$ cat src/rtl/modcore_axil_pkg.sv
// Shared types and constants for the modcore AXI4-Lite request scheduler.
package modcore_axil_pkg;

   typedef enum logic [2:0] {
      IDLE,
      WR_AW_W,
      WR_B,
      RD_AR,
      RD_R,
      DONE
   } state_t;

   localparam logic [1:0] RESP_OKAY    = 2'b00;
   localparam logic [1:0] RESP_SLVERR  = 2'b10;
   localparam logic [1:0] RESP_DECERR  = 2'b11;
   localparam logic [2:0] PROT_DEFAULT = 3'b000;

   // Any response other than OKAY counts as an error (EXOKAY is not used on AXI-Lite).
   function automatic logic resp_is_err(input logic [1:0] resp);
      return resp != RESP_OKAY;
   endfunction

endpackage

$ cat src/rtl/modcore_rr_arbiter.sv
// Round-robin arbiter: combinational one-hot grant searching upward from the
// pointer with wrap-around; the pointer moves past the winner on each accept.
module modcore_rr_arbiter #(
   parameter int N = 2,
   localparam int IW = $clog2(N)
) (
   input  logic          clk,
   input  logic          rst,
   input  logic [N-1:0]  req,
   input  logic          accept,
   output logic [N-1:0]  grant,
   output logic [IW-1:0] grant_idx
);

   logic [IW-1:0] ptr_reg;
   logic [IW:0]   sum;
   logic [IW-1:0] idx;
   logic          found;

   // Pick the first active request at or after the pointer, wrapping at N.
   always_comb begin
      grant     = '0;
      grant_idx = '0;
      found     = 1'b0;
      sum       = '0;
      idx       = '0;
      for (int k = 0; k < N; k++) begin
         sum = {1'b0, ptr_reg} + (IW+1)'(k);
         if (sum >= (IW+1)'(N)) begin
            sum = sum - (IW+1)'(N);
         end
         idx = sum[IW-1:0];
         if (!found && req[idx]) begin
            found     = 1'b1;
            grant_idx = idx;
         end
      end
      if (found) begin
         grant[grant_idx] = 1'b1;
      end
   end

   // Advance the pointer to the requester after the winner, only when a grant is taken.
   always_ff @(posedge clk or posedge rst) begin
      if (rst) begin
         ptr_reg <= '0;
      end else if (accept) begin
         ptr_reg <= (grant_idx == IW'(N-1)) ? '0 : grant_idx + 1'b1;
      end
   end

endmodule

$ cat src/rtl/modcore_axil_sched.sv
// Schedules single-outstanding AXI4-Lite transactions from NUM_REQ requesters
// onto one master port, with per-requester completion pulses and error status.
module modcore_axil_sched
   import modcore_axil_pkg::*;
#(
   parameter int NUM_REQ = 2,
   parameter int ADDR_W  = 32,
   parameter int DATA_W  = 32
) (
   input  logic                        ACLK,
   input  logic                        ARESET,
   input  logic [NUM_REQ-1:0]          REQ_VALID,
   output logic [NUM_REQ-1:0]          REQ_READY,
   input  logic [NUM_REQ-1:0]          REQ_WE,
   input  logic [NUM_REQ*ADDR_W-1:0]   REQ_ADDR,
   input  logic [NUM_REQ*DATA_W-1:0]   REQ_WDATA,
   input  logic [NUM_REQ*DATA_W/8-1:0] REQ_WSTRB,
   output logic [NUM_REQ-1:0]          RSP_VALID,
   output logic [DATA_W-1:0]           RSP_RDATA,
   output logic [1:0]                  RSP_RESP,
   output logic [ADDR_W-1:0]           M_AXI_AWADDR,
   output logic [2:0]                  M_AXI_AWPROT,
   output logic                        M_AXI_AWVALID,
   input  logic                        M_AXI_AWREADY,
   output logic [DATA_W-1:0]           M_AXI_WDATA,
   output logic [DATA_W/8-1:0]         M_AXI_WSTRB,
   output logic                        M_AXI_WVALID,
   input  logic                        M_AXI_WREADY,
   input  logic [1:0]                  M_AXI_BRESP,
   input  logic                        M_AXI_BVALID,
   output logic                        M_AXI_BREADY,
   output logic [ADDR_W-1:0]           M_AXI_ARADDR,
   output logic [2:0]                  M_AXI_ARPROT,
   output logic                        M_AXI_ARVALID,
   input  logic                        M_AXI_ARREADY,
   input  logic [DATA_W-1:0]           M_AXI_RDATA,
   input  logic [1:0]                  M_AXI_RRESP,
   input  logic                        M_AXI_RVALID,
   output logic                        M_AXI_RREADY,
   output logic                        BUSY,
   output logic                        ERROR,
   input  logic                        ERR_CLR,
   output logic [7:0]                  ERR_CNT
);

   localparam int SW = DATA_W / 8;
   localparam int IW = $clog2(NUM_REQ);

   state_t              state_reg, state_next;
   logic [ADDR_W-1:0]   addr_reg;
   logic [DATA_W-1:0]   wdata_reg;
   logic [SW-1:0]       wstrb_reg;
   logic [IW-1:0]       gidx_reg;
   logic                aw_done_reg, w_done_reg;
   logic [DATA_W-1:0]   rdata_reg;
   logic [1:0]          resp_reg;
   logic                error_reg;
   logic [7:0]          err_cnt_reg;

   logic [NUM_REQ-1:0]  grant;
   logic [IW-1:0]       grant_idx;
   logic                accept;
   logic                aw_hs, w_hs;

   logic [ADDR_W-1:0]   req_addr_arr  [NUM_REQ];
   logic [DATA_W-1:0]   req_wdata_arr [NUM_REQ];
   logic [SW-1:0]       req_wstrb_arr [NUM_REQ];

   genvar gi;
   generate
      for (gi = 0; gi < NUM_REQ; gi++) begin : g_unpack
         assign req_addr_arr[gi]  = REQ_ADDR[gi*ADDR_W +: ADDR_W];
         assign req_wdata_arr[gi] = REQ_WDATA[gi*DATA_W +: DATA_W];
         assign req_wstrb_arr[gi] = REQ_WSTRB[gi*SW +: SW];
      end
   endgenerate

   modcore_rr_arbiter #(.N(NUM_REQ)) u_arb (
      .clk       (ACLK),
      .rst       (ARESET),
      .req       (REQ_VALID),
      .accept    (accept),
      .grant     (grant),
      .grant_idx (grant_idx)
   );

   // A command is taken whenever the scheduler is idle and anyone is asking.
   assign accept = (state_reg == IDLE) && (|REQ_VALID);
   // Channel handshakes derived from state so they never depend on the output ports.
   assign aw_hs  = (state_reg == WR_AW_W) && !aw_done_reg && M_AXI_AWREADY;
   assign w_hs   = (state_reg == WR_AW_W) && !w_done_reg && M_AXI_WREADY;

   assign M_AXI_AWADDR = addr_reg;
   assign M_AXI_ARADDR = addr_reg;
   assign M_AXI_AWPROT = PROT_DEFAULT;
   assign M_AXI_ARPROT = PROT_DEFAULT;
   assign M_AXI_WDATA  = wdata_reg;
   assign M_AXI_WSTRB  = wstrb_reg;
   assign RSP_RDATA    = rdata_reg;
   assign RSP_RESP     = resp_reg;
   assign BUSY         = (state_reg != IDLE);
   assign ERROR        = error_reg;
   assign ERR_CNT      = err_cnt_reg;

   // State register; reset aborts any in-flight transaction at once.
   always_ff @(posedge ACLK or posedge ARESET) begin
      if (ARESET) begin
         state_reg <= IDLE;
      end else begin
         state_reg <= state_next;
      end
   end

   // Next-state decode and per-state channel valid/ready outputs.
   always_comb begin
      state_next    = state_reg;
      REQ_READY     = '0;
      RSP_VALID     = '0;
      M_AXI_AWVALID = 1'b0;
      M_AXI_WVALID  = 1'b0;
      M_AXI_BREADY  = 1'b0;
      M_AXI_ARVALID = 1'b0;
      M_AXI_RREADY  = 1'b0;
      case (state_reg)
         IDLE: begin
            REQ_READY = grant;
            if (accept) begin
               state_next = REQ_WE[grant_idx] ? WR_AW_W : RD_AR;
            end
         end
         WR_AW_W: begin
            M_AXI_AWVALID = !aw_done_reg;
            M_AXI_WVALID  = !w_done_reg;
            if ((aw_done_reg || aw_hs) && (w_done_reg || w_hs)) begin
               state_next = WR_B;
            end
         end
         WR_B: begin
            M_AXI_BREADY = 1'b1;
            if (M_AXI_BVALID) begin
               state_next = DONE;
            end
         end
         RD_AR: begin
            M_AXI_ARVALID = 1'b1;
            if (M_AXI_ARREADY) begin
               state_next = RD_R;
            end
         end
         RD_R: begin
            M_AXI_RREADY = 1'b1;
            if (M_AXI_RVALID) begin
               state_next = DONE;
            end
         end
         DONE: begin
            RSP_VALID[gidx_reg] = 1'b1;
            state_next          = IDLE;
         end
         default: state_next = IDLE;
      endcase
   end

   // Command capture, channel-done tracking and response capture.
   always_ff @(posedge ACLK or posedge ARESET) begin
      if (ARESET) begin
         addr_reg    <= '0;
         wdata_reg   <= '0;
         wstrb_reg   <= '0;
         gidx_reg    <= '0;
         aw_done_reg <= 1'b0;
         w_done_reg  <= 1'b0;
         rdata_reg   <= '0;
         resp_reg    <= RESP_OKAY;
      end else begin
         if (accept) begin
            addr_reg    <= req_addr_arr[grant_idx];
            wdata_reg   <= req_wdata_arr[grant_idx];
            wstrb_reg   <= req_wstrb_arr[grant_idx];
            gidx_reg    <= grant_idx;
            aw_done_reg <= 1'b0;
            w_done_reg  <= 1'b0;
            rdata_reg   <= '0;
            resp_reg    <= RESP_OKAY;
         end
         if (aw_hs) begin
            aw_done_reg <= 1'b1;
         end
         if (w_hs) begin
            w_done_reg <= 1'b1;
         end
         if (state_reg == WR_B && M_AXI_BVALID) begin
            resp_reg <= M_AXI_BRESP;
         end
         if (state_reg == RD_R && M_AXI_RVALID) begin
            rdata_reg <= M_AXI_RDATA;
            resp_reg  <= M_AXI_RRESP;
         end
      end
   end

   // Sticky error and saturating count; a new error beats a simultaneous clear.
   always_ff @(posedge ACLK or posedge ARESET) begin
      if (ARESET) begin
         error_reg   <= 1'b0;
         err_cnt_reg <= '0;
      end else if (state_reg == DONE && resp_is_err(resp_reg)) begin
         error_reg <= 1'b1;
         if (ERR_CLR) begin
            err_cnt_reg <= 8'd1;
         end else if (err_cnt_reg != 8'hFF) begin
            err_cnt_reg <= err_cnt_reg + 8'd1;
         end
      end else if (ERR_CLR) begin
         error_reg   <= 1'b0;
         err_cnt_reg <= '0;
      end
   end

endmodule
$ cat config.mk
export PLATFORM = sky130hd
export DESIGN_NAME = modcore_axil_sched
export DESIGN_NICKNAME = d
export VERILOG_FILES = /design/src/rtl/modcore_axil_pkg.sv /design/src/rtl/modcore_rr_arbiter.sv /design/src/rtl/modcore_axil_sched.sv
export SDC_FILE = /design/constraint.sdc
export NUM_CORES = 1
export LEC_CHECK = 0
export CORE_AREA = 2 2 133 135
export CTS_CLUSTER_SIZE = 8
export DETAILED_ROUTE_END_ITERATION = 10
export DIE_AREA = 0 0 135 137
export GPL_ROUTABILITY_DRIVEN = 1
export GPL_TIMING_DRIVEN = 0
export PLACE_DENSITY = 0.73
export SLEW_MARGIN = 20
export SYNTH_ARGS = -nofsm -noshare
export SYNTH_HDL_FRONTEND = slang
export SYNTH_HIERARCHICAL = 1
export SYNTH_SLANG_ARGS = --single-unit
export TNS_END_PERCENT = 30
$ cat constraint.sdc
create_clock -name ACLK -period 4.75 [get_ports ACLK]
set_input_delay 1.1875 -clock ACLK [delete_from_list [all_inputs] [get_ports ACLK]]
set_output_delay 1.1875 -clock ACLK [all_outputs]
set_load 0.005 [all_outputs]
==> flow_summary.toml, run 1 <==
[power]
finalPower_mw = 5.45
power_density_nw_per_um2 = 557
ir_drop_uv = 267
p_leak_nw = 4.30

[setup_path]
max_stage_delay_ns = 0.60
path_common_cell = "clkdlybuf4s50_1"
slowest_stage = "clkdlybuf4s50_1"
cp_max_fo = 5
cp-start-kind = "input port"
cp-end-kind = "output port"
path_class = "in -> out"
path_cells = "clkdlybuf4s50_1 -> a21boi_0 -> and2_1 -> clkdlybuf4s50_1"
cp.arrival_ns = 2.66
cp.required_ns = 3.56

[cts]
clockBufferDepth = 2
cts_setup_buffers = 0
holdBufCountCts = 0
cts-root-buf = "clkbuf_16"
path_clk_slew_ns = 0.06
tritoncts = "done"
numClockSinks = 118
cts_resized = 0
h-tree-depth = 4
cts_buffers = 17
insertion_delay_ns = 0.41

[floorplan]
core-area_um2 = 17100
rows = 48
io_pins = 343
initial_utilization = 0.325
die_w_um = 135
fp.dieH_um = 137
die-area_um2 = 18500

[yosys]
synth.top_cell.area_share = 0.532
ys_ff_latch = 118
synth-edff-count = 0
synth_cells = 526
avgSynthCellArea_um2 = 10.6
synthDistinctLibCells = 43
netlist_area_um2 = 5550
async_reset_ff_frac = 1.00
yosysWarningCount = 6
seq_area_frac_synth = 0.532
yosys-top-cells-area = "dfrtp_1, mux2i_1, o21ai_0"
synth_top_cell_by_area = "dfrtp_1"
yosys_most_used_dff = "dfrtp_1"

[final_layout]
final_area_um2 = 9800
drive_gt1_frac = 0.102
fin_nets = 1071
diodes = 0
regArea_um2 = 2950
final_cell_mix = "clkdlybuf4s50_1, dfrtp_1, nand2_1"
area_growth_pct = 76.6
multiInputGateArea_um2 = 2150
final_common_cell = "clkdlybuf4s50_1"
fillCellCount = 1499

[global_routing]
grt_usage = 0.205
grt_overflow = 0
grt_pass1_wl_um = 28900
grt_antenna_before_repair = 0
grt_pass1_vias = 5269
grt_start_max_net_pins = 73

[routing]
firstDrtPassIters = 4
drtIter0Drc = 213
drcViolationCount = 0
ant_nets = 0
post_drt_wl_per_cell_um = 17.0
detail_route.vias_per_cell = 4.68
via_count = 5256
wirelength_um = 19100

[sta]
worst_pin_slew_ns = 0.906
fmax_mhz = 260
fin_crit_sh = 0.810
rsz0062_at_grt = "no"
setup_ws_ns = 0.902
setup_violations = 0
finalHoldViolCount = 0
drv_slew = 0
slew_headroom = 0.396
min_period_ns = 3.85
clock_skew_ns = 0.00964

[run_status]
status = "finished, final reports clean"

[hold_path]
min_path_type = "reg -> reg"

[place]
hpwl_um = 14700
routabilityCongestion = 0.846
place_area_um2 = 9240
place_ws_ns = 0.886
portBuffers = 335

[job]
maxCapViolCount = 0
## cells in the mapped netlist, types with 2 or more instances
library cell,number
nor2_1,11
inv_1,9
nor2b_1,3
o21ai_1,3
o21ai_0,72
and2_1,6
a22o_1,34
a21oi_1,6
nor3_1,5
buf_4,39
nand4_1,2
buf_2,11
a221o_1,2
or4_1,3
dfrtp_1,118
a31o_2,2
nand3_1,5
o22ai_1,2
and3_1,3
or2_2,2
nand2_1,75
o31ai_1,2
mux2i_1,70
buf_1,4
clkbuf_1,19
## final timing paths
path,from,end,slack [ns],cells after the start
min in group asynchronous,ARESET,u_arb/ptr_reg,1.04,2
worst max register to register,u_arb/ptr_reg,M_AXI_ARADDR[28],2.41,6
worst min register to register,M_AXI_WDATA[28],M_AXI_WDATA[28],0.48,2
worst min-delay path,M_AXI_WDATA[28],M_AXI_WDATA[28],0.48,2
max in group asynchronous,ARESET,M_AXI_WDATA[1],2.82,3
worst max-delay path,REQ_VALID[0],REQ_READY[0],0.90,4
## layer usage
layer / wire length, um / GRT usage / part of all wire
met1: 7630 / 0.246 / 0.40
met2: 9480 / 0.345 / 0.50
met3: 1640 / 0.0707 / 0.086
met4: 356 / 0.0677 / 0.019
met5: 0 / 0 / 0
## cell families (layout without fill, tap and decap cells)
kind of cell | Yosys count | after routing | synth area share
AO/OA/AOI/OAI | 131 | 131 | 0.152
adder cells (fa/ha/maj) | 1 | 1 | 0.00225
buffers and inverters | 82 | 450 | 0.0843
flip-flops | 118 | 118 | 0.532
multiplexers | 71 | 71 | 0.128
other | 1 | 6 | 0.000676
AND/OR/NAND/NOR | 122 | 122 | 0.100
## worst max-delay path, delay by kind of cell
| family | cells | cell delay (ns) |
|---|---|---|
| AO/OA/AOI/OAI | 1 | 0.20 |
| buffers and inverters | 2 | 1.13 |
| AND/OR/NAND/NOR | 1 | 0.14 |
## layout make-up
type / count / share of cell area
Buffer: 73 / 0.0443
Clock buffer: 18 / 0.0448
Clock inverter: 14 / 0.0128
Inverter: 9 / 0.00396
Multi-Input combinational cell: 331 / 0.219
Sequential cell: 118 / 0.301
Tap cell: 225 / 0.0287
Timing Repair Buffer: 336 / 0.345
## power by group
group          leakage, nW  switching [mW]  internal, mW
clock                0.273           0.485         0.735
sequential            1.52           0.292          1.43
combinational         2.51           0.974          1.54
## per-stage QoR
step           hold slack (ns)  std cells   util  setup TNS, ns
6_report                 0.477       1124  0.575              0
5_1_grt                  0.504       1124  0.575              0
4_1_cts                  0.482       1124  0.575              0
3_5_place_dp             0.469       1092  0.542              0
3_3_place_gp             0.461       1091  0.540        -170.61
2_1_floorplan            0.473        531      -              0
(Power assumes the default switching activity.)
==> run 2, diff against run 1 <==
==> constraint.sdc (replaced) <==
create_clock -name ACLK -period 4 [get_ports ACLK]
set_input_delay 1 -clock ACLK [delete_from_list [all_inputs] [get_ports ACLK]]
set_output_delay 1 -clock ACLK [all_outputs]
set_load 0.005 [all_outputs]
==> run 2 against run 1 <==
Effect of this change: combinational power rose by 19%; sequential power is 19% higher; non-clock buffer count is 2 higher; worst hold slack improved by 0.0029 ns; sequential share of layout area shrank 0.17 points; clock skew down 0.00091 ns; critical path depth unchanged; core utilization rose by 0.33 points; cell count increased by 0.18%; clock power increased by 25%; first-iteration DRC count decreased by 6.6%.
==> flow_summary.toml, run 2 (synthesis gave the netlist of run 1 again) <==
[job]
maxCapViolCount = 0

[hold_path]
min_path_type = "reg -> reg"

[routing]
post_drt_wl_per_cell_um = 17.0
m1WireLength_um = 7380
wirelength_um = 19100
met2WireLength_um = 9640
drtIter0Drc = 199
detail_route.vias_per_cell = 4.72
ant_nets = 0
wl_met3_um = 1780
drcViolationCount = 0
maxUsedRoutingLayer = "met4"
via_count = 5319
firstDrtPassIters = 5

[run_status]
status = "finished, final reports clean"

[cts]
holdBufCountCts = 0
cts_setup_buffers = 0
insertion_delay_ns = 0.41
path_clk_slew_ns = 0.06
cts_buffers = 17
cts-root-buf = "clkbuf_16"
h-tree-depth = 4
clockBufferDepth = 2
numClockSinks = 118
tritoncts = "done"
cts_resized = 0

[global_routing]
grt_overflow = 0
grt_pass1_vias = 5446
grt_pass1_wl_um = 29200
grt_usage = 0.205
grt_start_max_net_pins = 32
grt_antenna_before_repair = 0

[setup_path]
path_class = "in -> out"
cp_max_fo = 5
cp-end-kind = "output port"
cp.arrival_ns = 2.46
cp.required_ns = 3.00
cp-start-kind = "input port"

[sta]
rsz0062_at_grt = "no"
setup_violations = 0
min_period_ns = 3.46
clock_skew_ns = 0.00873
finalHoldViolCount = 0
fin_crit_sh = 0.865
drv_slew = 0
slew_headroom = 0.328
worst_pin_slew_ns = 1.01
fmax_mhz = 289
tns_ns = 0

[final_layout]
final_common_cell = "clkdlybuf4s50_1"
final_cell_mix = "clkdlybuf4s50_1, dfrtp_1, nand2_1"
fillCellCount = 1516
diodes = 0
multiInputGateArea_um2 = 2150
fin_nets = 1073
regArea_um2 = 2950
drive_gt1_frac = 0.104
utilization = 0.578
area_growth_pct = 77.6
layout.cells.non_filler = 1126

[floorplan]
core-area_um2 = 17100
initial_utilization = 0.325
rows = 48
die-area_um2 = 18500
fp.dieH_um = 137
io_pins = 343
die_w_um = 135

[place]
hpwl_um = 14800
portBuffers = 335
dp.cells = 1094
routabilityCongestion = 0.809

[power]
finalPower_mw = 6.56
power_density_nw_per_um2 = 665
p_leak_nw = 4.33
ir_drop_uv = 413
## run 2: cell types whose count changed in the layout (fill, tap and decap cells not counted)
| cell | before | now |
|---|---|---|
| bufinv_16 | 1 | 2 |
| inv_6 | 4 | 3 |
| clkinv_2 | 4 | 3 |
| buf_12 | 0 | 3 |
| buf_16 | 1 | 0 |
| clkinvlp_4 | 3 | 4 |
## run 2: layer usage
metal	global-route usage	up-vias
li1	-	2530
met1	0.240	2521
met2	0.355	243
met3	0.0711	25
met4	0.0631	0
met5	0	-
## run 2: cell type report
type | count | area share
buffer | 73 | 0.0440
clock buffer | 18 | 0.0446
clock inverter | 14 | 0.0152
inverter | 9 | 0.00381
multi-input combinational | 331 | 0.218
sequential | 118 | 0.300
tap | 225 | 0.0286
timing repair buffer | 338 | 0.346
## run 2: path summary, 6_finish.rpt
kind                                         end  slack, ns      startpoint  depth (start not counted)
min in group asynchronous          u_arb/ptr_reg       0.82          ARESET                          2
max in group asynchronous         M_AXI_WDATA[8]       2.13          ARESET                          4
worst min register to register    M_AXI_WDATA[5]       0.48  M_AXI_WDATA[5]                          2
worst max-delay path                REQ_READY[0]       0.54    REQ_VALID[0]                          4
worst min-delay path              M_AXI_WDATA[5]       0.48  M_AXI_WDATA[5]                          2
worst max register to register  M_AXI_ARADDR[28]       1.54   u_arb/ptr_reg                          6
## run 2: worst max-delay path: stages
cell and delay [ns]:
clkdlybuf4s50_1 0.60, a21boi_0 0.18, and2_1 0.14, clkdlybuf4s50_1 0.53
## run 2: through the flow
step,setup slack [ns],cell area [um^2],hold WS [ns]
6_report,0.542,9860,0.479
5_1_grt,0.452,9860,0.493
4_1_cts,0.530,9860,0.482
3_5_place_dp,0.322,9270,0.469
3_3_place_gp,0.314,9210,0.459
2_1_floorplan,1.57,5570,0.473
## run 2: power breakdown
group | switching (mW) | internal [mW] | total [mW]
registers | 0.346 | 1.69 | 2.04
logic | 1.16 | 1.84 | 3.00
clock network | 0.583 | 0.938 | 1.52
total | 2.09 | 4.47 | 6.56
